$ cat config.mk
export PLATFORM = sky130hd
export DESIGN_NAME = road_sequencer
export DESIGN_NICKNAME = d
export VERILOG_FILES = /design/src/rtl/road_sequencer.sv
export SDC_FILE = /design/constraint.sdc
export NUM_CORES = 1
export LEC_CHECK = 0
export ABC_AREA = 1
export CORE_MARGIN = 2
export CORE_UTILIZATION = 62
export CTS_BUF_LIST = sky130_fd_sc_hd__clkbuf_4 sky130_fd_sc_hd__clkbuf_8
export DETAILED_ROUTE_END_ITERATION = 7
export GPL_TIMING_DRIVEN = 1
export PLACE_DENSITY = 0.88
export RECOVER_POWER = 100
export SLEW_MARGIN = 20
export SYNTH_ARGS = -nofsm -noshare
export SYNTH_HDL_FRONTEND = slang
export SYNTH_SLANG_ARGS = --single-unit
$ cat constraint.sdc
create_clock -name clk -period 5.4 [get_ports clk]
set_clock_uncertainty 0.1 [all_clocks]
set_input_delay 1.08 -clock clk [delete_from_list [all_inputs] [get_ports clk]]
set_output_delay 1.08 -clock clk [all_outputs]
set_load 0.1 [all_outputs]
$ cat src/rtl/road_sequencer.sv
// road_sequencer: curvature-script / difficulty / crash-respawn scheduler for
// the scrolling-road renderer. Issues one new row-0 road centre per row_tick
// while in PLAY, freezes for a fixed number of rows after a crash, then
// respawns with a one-cycle clear_road pulse.
// Optional feature macro: HIGH_SCORE_EN adds best_rows (longest run in rows).
module road_sequencer #(
   parameter int SCRIPT_LEN = 4,
   parameter int XCENTER    = 464,
   parameter int ROAD_HALF  = 50,
   parameter int SCREEN_MAX = 639,
   parameter int LEVEL_ROWS = 56,
   parameter int MAX_LEVEL  = 8,
   parameter int CRASH_ROWS = 120
) (
   input  logic        clk,
   input  logic        rst_n,
   input  logic        row_tick,
   input  logic        crash,
   input  logic        start,
   output logic        row_valid,
   output logic [9:0]  center_x,
   output logic [9:0]  left_x,
   output logic [9:0]  right_x,
   output logic [3:0]  level,
   output logic [1:0]  state,
   output logic        clear_road
`ifdef HIGH_SCORE_EN
   ,
   output logic [15:0] best_rows
`endif
);

   localparam int PW = (SCRIPT_LEN > 1) ? $clog2(SCRIPT_LEN) : 1;
   localparam int DW = (LEVEL_ROWS > 1) ? $clog2(LEVEL_ROWS) : 1;
   localparam int CW = (CRASH_ROWS > 1) ? $clog2(CRASH_ROWS) : 1;

   typedef enum logic [1:0] {
      S_IDLE    = 2'b00,
      S_PLAY    = 2'b01,
      S_CRASH   = 2'b10,
      S_RESPAWN = 2'b11
   } state_t;

   state_t              state_q, state_d;
   logic                do_row, crash_done;
   logic [PW-1:0]       ptr_q;
   logic [4:0]          rows_left_q;
   logic signed [5:0]   delta_q;
   logic [DW-1:0]       dist_q;
   logic [CW-1:0]       crash_cnt_q;
   logic [9:0]          center_q;
   logic [3:0]          level_q;

   // script entry lookup, delta scaling and edge-limit check
   logic signed [5:0]   base;
   logic [4:0]          entry_rows;
   logic signed [7:0]   raw;
   logic signed [5:0]   delta_new, delta_use;
   logic [10:0]         sum;
   logic                fits;

   // fixed curvature table {delta, rows}
   always_comb begin
      base       = 6'sd0;
      entry_rows = 5'd10;
      case (ptr_q)
         PW'(0): begin base = 6'sd0;  entry_rows = 5'd10; end
         PW'(1): begin base = 6'sd6;  entry_rows = 5'd18; end
         PW'(2): begin base = 6'sd0;  entry_rows = 5'd10; end
         PW'(3): begin base = -6'sd6; entry_rows = 5'd18; end
         default: begin base = 6'sd0; entry_rows = 5'd10; end
      endcase
   end

   // bend strength grows with level in the bend's own direction, capped at +/-31
   always_comb begin
      raw = 8'sd0;
      if (base[5])
         raw = {{2{base[5]}}, base} - $signed({4'b0, level_q});
      else if (base != 6'sd0)
         raw = {{2{base[5]}}, base} + $signed({4'b0, level_q});
      if (raw > 8'sd31)
         delta_new = 6'sd31;
      else if (raw < -8'sd31)
         delta_new = -6'sd31;
      else
         delta_new = raw[5:0];
      delta_use = (rows_left_q == 5'd0) ? delta_new : delta_q;
      // negative results wrap to large unsigned values and fail the upper bound
      sum  = {1'b0, center_q} + {{5{delta_use[5]}}, delta_use};
      fits = (sum >= 11'(ROAD_HALF)) && (sum <= 11'(SCREEN_MAX - ROAD_HALF));
   end

   // next-state and per-cycle strobes; crash beats a same-cycle row_tick
   always_comb begin
      state_d    = state_q;
      do_row     = 1'b0;
      crash_done = 1'b0;
      case (state_q)
         S_IDLE:    if (start) state_d = S_PLAY;
         S_PLAY: begin
            if (crash)         state_d = S_CRASH;
            else if (row_tick) do_row  = 1'b1;
         end
         S_CRASH: begin
            if (row_tick && crash_cnt_q == CW'(CRASH_ROWS - 1)) begin
               crash_done = 1'b1;
               state_d    = S_RESPAWN;
            end
         end
         S_RESPAWN: state_d = S_IDLE;
         default:   state_d = S_IDLE;
      endcase
   end

   // state, road position, script progress and level registers
   always_ff @(posedge clk) begin
      if (!rst_n) begin
         state_q     <= S_IDLE;
         row_valid   <= 1'b0;
         center_q    <= 10'(XCENTER);
         level_q     <= 4'd1;
         ptr_q       <= '0;
         rows_left_q <= '0;
         delta_q     <= '0;
         dist_q      <= '0;
         crash_cnt_q <= '0;
      end else begin
         state_q   <= state_d;
         row_valid <= do_row;
         if (do_row) begin
            if (rows_left_q == 5'd0) begin
               delta_q     <= delta_new;
               rows_left_q <= entry_rows;
               ptr_q       <= (ptr_q == PW'(SCRIPT_LEN - 1)) ? '0 : ptr_q + 1'b1;
            end else begin
               rows_left_q <= rows_left_q - 5'd1;
            end
            if (fits) center_q <= sum[9:0];
            if (dist_q == DW'(LEVEL_ROWS - 1)) begin
               dist_q <= '0;
               if (level_q != 4'(MAX_LEVEL)) level_q <= level_q + 4'd1;
            end else begin
               dist_q <= dist_q + 1'b1;
            end
         end
         if (state_q == S_PLAY && crash)
            crash_cnt_q <= '0;
         else if (state_q == S_CRASH && row_tick)
            crash_cnt_q <= crash_done ? '0 : crash_cnt_q + 1'b1;
         // respawn values are visible during the clear_road cycle
         if (crash_done) begin
            center_q    <= 10'(XCENTER);
            level_q     <= 4'd1;
            ptr_q       <= '0;
            rows_left_q <= '0;
            delta_q     <= '0;
            dist_q      <= '0;
         end
      end
   end

`ifdef HIGH_SCORE_EN
   logic [15:0] run_q;

   // run length in PLAY rows; folded into best on entry to RESPAWN
   always_ff @(posedge clk) begin
      if (!rst_n) begin
         run_q     <= '0;
         best_rows <= '0;
      end else if (crash_done) begin
         run_q <= '0;
         if (run_q > best_rows) best_rows <= run_q;
      end else if (do_row && run_q != 16'hFFFF) begin
         run_q <= run_q + 16'd1;
      end
   end
`endif

   assign center_x   = center_q;
   assign left_x     = center_q - 10'(ROAD_HALF);
   assign right_x    = center_q + 10'(ROAD_HALF);
   assign level      = level_q;
   assign state      = state_q;
   assign clear_road = (state_q == S_RESPAWN);

endmodule

# == After elaboration in Yosys (flattened, before gate mapping) ==
# Index checks and enable logic that the tools add are counted.
# W data, S select, Z words.
# word_totals
in_bits,5
ff_bits,43
out_inout_bits,38
# classes
bitwise,1
mux,20
add_sub_neg,10
magnitude_cmp,4
reduce_logical,16
n_eq_ne,12
# op_table
operator,n
$mux W6,4
$pmux W6 S3,1
$mux W8,2
$add A10 B11 Y11,1
$ge A11 B6 Y1 const B,1
$le A11 B10 Y1 const B,1
$add A10 B6 Y10 const B,1
$pmux W5 S2,1
$sub A10 B6 Y10 const B,1
$eq A2 B2 Y1 const B,4
$gt A8 B6 Y1 const B,1
$lt A8 B6 Y1 const B,1
$mux W2,4
$pmux W2 S4,1
$reduce_or A2 Y1,4
$add A6 B5 Y7,1
$add A7 B1 Y7 const B,1
$eq A7 B7 Y1 const B,1
$mux W7,1
$sub A6 B5 Y7,1
$add A6 B1 Y6 const B,1
$eq A6 B6 Y1 const B,1
$ne A2 B2 Y1 const B,3
$reduce_and A3 Y1,2
other kinds (13),23

# == Logic depth before layout (Yosys ltp) ==
# logic_depth
word_depth,14
mapped_depth,35

# == Worst setup path after synthesis ==
# Ideal clock, no wire load.
# synth_path
path_type,flip-flop to output port
startpoint,reg center_q[1] (netlist: center_x[1])
endpoint,out left_x[9]
arrival_time_ns,4.188
path_slack_ns,0.032
path_buffers,0
stages_incl_launch_ff,8
required_time_ns,4.220
cell_sequence,dfxtp_1 > inv_1 > ha_1 > a21oi_1 > nand2_1 > nand2_1 > nor3_1 > xor2_1
# synth_between
elab_chain_len,1
# synth_rtl
item,line,text
"start, declared",51,logic [9:0] center_q;
"start signal, assigned",121,center_q <= 10'(XCENTER);
"start signal, assigned",139,if (fits) center_q <= sum[9:0];
"start signal, assigned",153,center_q <= 10'(XCENTER);
$sub A10 B6 Y10,181,assign left_x = center_q - 10'(ROAD_HALF);
"end, declared",22,"output logic [9:0] left_x,"
# No other way between the ends.

# == Worst setup path after layout ==
# layout_path
startpoint,reg ptr_q[0]
endpoint,reg center_q[5] (netlist: center_x[5])
# layout_between
elab_chain_len,14
# layout_rtl
item,line,text
"start, declared",46,logic [PW-1:0] ptr_q;
"start signal, assigned",135,ptr_q <= (ptr_q == PW'(SCRIPT_LEN - 1)) ? '0 : ptr_q + 1'b1;
$eq A2 B2 Y1 or $logic_not A2 Y1 (tied branches),66,case (ptr_q)
$reduce_or A2 Y1 (no line),-,
$pmux W6 S3 (*),66,
$add A6 B5 Y7 or $reduce_bool A6 Y1 (tied branches),"81, 80",
$mux W8,80,else if (base != 6'sd0)
$mux W8 (*),78,if (base[5])
$lt A8 B6 Y1,84,else if (raw < -8'sd31)
$mux W6,84,
$mux W6 (*),82,if (raw > 8'sd31)
$mux W6 (*),-,
net delta_use[0],58,"logic signed [5:0] delta_new, delta_use;"
$add A10 B11 Y11 (*),90,"sum = {1'b0, center_q} + {{5{delta_use[5]}}, delta_use};"
$ge A11 B6 Y1 or $le A11 B10 Y1 (tied branches),91,fits = (sum >= 11'(ROAD_HALF)) && (sum <= 11'(SCREEN_MAX - ROAD_HALF));
$logic_and A1 B1 Y1,91,
$reduce_and A2 Y1 (no line),-,
# Mark *: on every way through the listed nets, which the timed path passes. The rest lies on a longest branch. The select of a mux whose other input is x is not followed.
# A chain may end at the register's enable or synchronous reset.

==> results.py <==
metrics = {
    "power": {
        "irDropWorstVdd_v": 0.000418,
        "cellPowerDensity_mw_per_mm2": 408,
        "p_leak_nw": 1.98,
    },
    "critical_path": {
        "worst_ep_required_time_ns": 5.49,
        "cp-end-kind": "register",
        "r2r-end": "center_x[5]$_SDFFE_PP0P_",
        "path_max_fanout": 14,
        "crit_arrival_ns": 4.49,
        "reg2reg_depth": 24,
        "worstSetupPathType": "register to register",
        "worst_setup_path_start_kind": "register",
        "r2r_slack_ns": 1.0,
        "startpoint": "ptr_q[0]$_SDFFE_PP0P_",
        "r2r-start": "ptr_q[0]$_SDFFE_PP0P_",
    },
    "place": {
        "dp_cells": 610,
        "port_buffers": 42,
        "hpwlAfterDp_mm": 5.87,
        "gp_congestion": 0.900,
    },
    "synth": {
        "synthArstFlopShare_pct": 0,
        "yosysTopAreaCell": "dfxtp_1",
        "ys.flop_type": "dfxtp_1",
        "synth_seq_cells": 43,
        "synth.top_cells.by_count": "119 x nand2_1, 84 x inv_1, 49 x nor2_1",
        "synth.area.top_cells": "dfxtp_1 26%, nand2_1 13%, ha_1 11%, inv_1 9.4%, nand3_1 6.3%",
        "seq_area_frac_synth_pct": 25.8,
        "synth_cells": 509,
        "synth_edf_count": 0,
        "synth.most_common_cell": "nand2_1",
        "synthesis.nets": 546,
        "netlist-cell-type-count": 37,
        "synth_warnings": 0,
        "synth_top_area_share_pct": 25.8,
        "syn-cell-area_sq_mm": 0.00334,
        "synth_area_per_cell_sq_um": 6.56,
    },
    "grt": {
        "grt_pass1_vias": 2917,
        "antenna_found_initial": 0,
        "grt.overflow.total": 0,
        "grt_pass1_wl_mm": 12.6,
        "grt.total_usage_pct": 25.4,
        "grt_max_degree": 21,
    },
    "cts": {
        "cts_buffers": 5,
        "clk_pin_slew_ns": 0.09,
        "htreeDepth": 2,
        "cts_root_buf": "clkbuf_8",
        "cts_tree": "yes",
        "insertion_delay_ns": 0.30,
        "cts_num_sinks": 43,
        "clk_path_buf_depth": 2,
        "cts_setup_buffers": 0,
        "postCtsResizedCells": 0,
        "holdBufCountCts": 0,
    },
    "final_layout": {
        "areaGrowthSynthToFinish_pct": 15.4,
        "fillCellCount": 430,
        "layout-drive-gt1-share_pct": 5.66,
        "final_cells": 618,
        "layout.nets": 584,
        "seq_area_sq_um": 861,
        "antennaDiodeCount": 0,
        "multi_input_area_sq_mm": 0.00207,
    },
    "timing": {
        "hold_viol": 0,
        "slew-limit-headroom_pct": 32.1,
        "finalSetupTns_ns": 0,
        "fmax_ghz": 0.227,
        "finalMaxSlewViolations": 0,
        "worst_pin_slew_ns": 1.01,
        "min_period_ns": 4.40,
        "finalSetupViolations": 0,
        "period_share_pct": 81.5,
        "rsz0062_at_grt": "false",
    },
    "drt": {
        "dr_total_vias": 3309,
        "post-route-drc-count": 0,
        "wl_per_cell_um": 12.2,
        "ant_nets": 0,
        "first_pass_iters": 5,
        "avgViaCountPerCell": 5.35,
        "wl_mm": 7.53,
        "drt_iter0_drc": 258,
    },
    "hold_path": {
        "hold_end": "rows_left_q[0]$_SDFFE_PP0P_",
        "hold_path.class": "register to register",
        "hold_start": "rows_left_q[0]$_SDFFE_PP0P_",
        "hold_depth": 1,
    },
    "floorplan": {
        "start_util_pct": 65.0,
        "dieArea_sq_mm": 0.00599,
        "fp.dieW_um": 77.4,
        "rows": 26,
        "fp.dieH_um": 77.4,
        "core_area_sq_mm": 0.00514,
        "num_io_pins": 43,
    },
    "flow_run": {
        "drv_cap": 0,
    },
    "status": {
        "status": "completed",
    },
}
metal layers:
metal | track usage [%] | vias to the layer above | share of wire, %
li1 | - | 1698 | -
met1 | 33.9 | 1506 | 47
met2 | 42.6 | 98 | 46
met3 | 4.07 | 7 | 5.3
met4 | 6.79 | 0 | 1.1
met5 | 0 | - | 0
critical path, cell delays in order, from the launching register on:
cell	delay, ns
dfxtp_1	0.52
ha_1	0.38
ha_1	0.33
inv_1	0.13
a31oi_1	0.09
nand3_1	0.09
nand3_1	0.10
nand3_1	0.08
nand2_1	0.05
nand2_1	0.05
nand2_1	0.05
nand2_1	0.07
inv_1	0.04
ha_1	0.23
fa_1	0.46
xor2_1	0.31
nor2_1	0.07
nand2_1	0.07
nand2_1	0.04
nor2_1	0.08
nor2_1	0.05
nand3_1	0.17
nand3_1	0.42
nor2_1	0.23
nor2_1	0.07
sequential cells by signal, indices dropped and copies added, names as in the netlist:
signal	count
crash_cnt_q	7
rows_left_q	5
delta_q	6
center_x	10
dist_q	6
level	4
state	2
ptr_q	2
row_valid	1
where the power goes:
part	switching [mW]	internal, mW
Combinational	0.743	0.233
Sequential	0.0417	0.348
Clock	0.112	0.0955
Total	0.897	0.677
layout by cell type, fill, tap and decap left out, types with 2 or more instances in the layout:
cell,count
o221ai_1,2
clkdlybuf4s50_1,2
a31oi_1,2
nor2_1,49
clkbuf_8,5
nor2_2,4
nand2_2,6
o22ai_1,2
a211oi_1,4
inv_2,2
nor3_1,11
nand3_1,44
o21ai_0,17
inv_1,84
a21oi_1,25
dfxtp_1,43
o21bai_1,3
nand3b_1,2
nand2_1,119
xor2_1,18
nor3b_1,3
ha_1,30
fa_1,2
o21a_1,3
a21oi_2,2
or2_2,5
nand4_1,8
dlygate4sd3_1,40
worst max-delay path by stage:
stage | to | slack, ns | depth (start not counted)
after global placement | center_x[1]$_SDFFE_PP0P_ | 1.53 | 25
after detailed placement | center_x[5]$_SDFFE_PP0P_ | 1.42 | 26
after global routing | center_x[0]$_SDFFE_PP0P_ | 0.63 | 29
after CTS | left_x[7] | 1.24 | 7
final | center_x[5]$_SDFFE_PP0P_ | 1.0 | 24
after floorplan | left_x[9] | 0.03 | 7
metrics by stage:
step,power (mW),hold WS [ns],worst slack [ns],instance area [sq um],util (%)
final,1.57,0.374,0.997,3850,75.0
after global routing,1.67,0.413,0.630,3850,75.0
after CTS,1.60,0.371,1.24,3880,75.4
after detailed placement,1.39,0.357,1.42,3790,73.7
after global placement,1.38,0.351,1.53,3790,73.7
after floorplan,1.19,0.338,0.0318,3340,-
logic make-up after synthesis:
logic type / count (synthesis) / share of synthesized area [%]
AND/OR/NAND/NOR: 256 / 34.5
adder cells (fa/ha/maj): 32 / 12.4
flip-flops: 43 / 25.8
buffers and inverters: 98 / 11.7
XOR/XNOR: 18 / 4.72
AO/OA/AOI/OAI: 62 / 10.8
final cells by class:
type / count / share of cell area, %
Sequential cell: 43 / 22.3
Timing Repair Buffer: 43 / 11.0
Multi-Input combinational cell: 368 / 53.7
Tap cell: 70 / 2.27
Inverter: 86 / 8.37
Clock buffer: 6 / 1.98
Clock inverter: 2 / 0.325
Note: power is estimated with default switching activity, not from simulation.
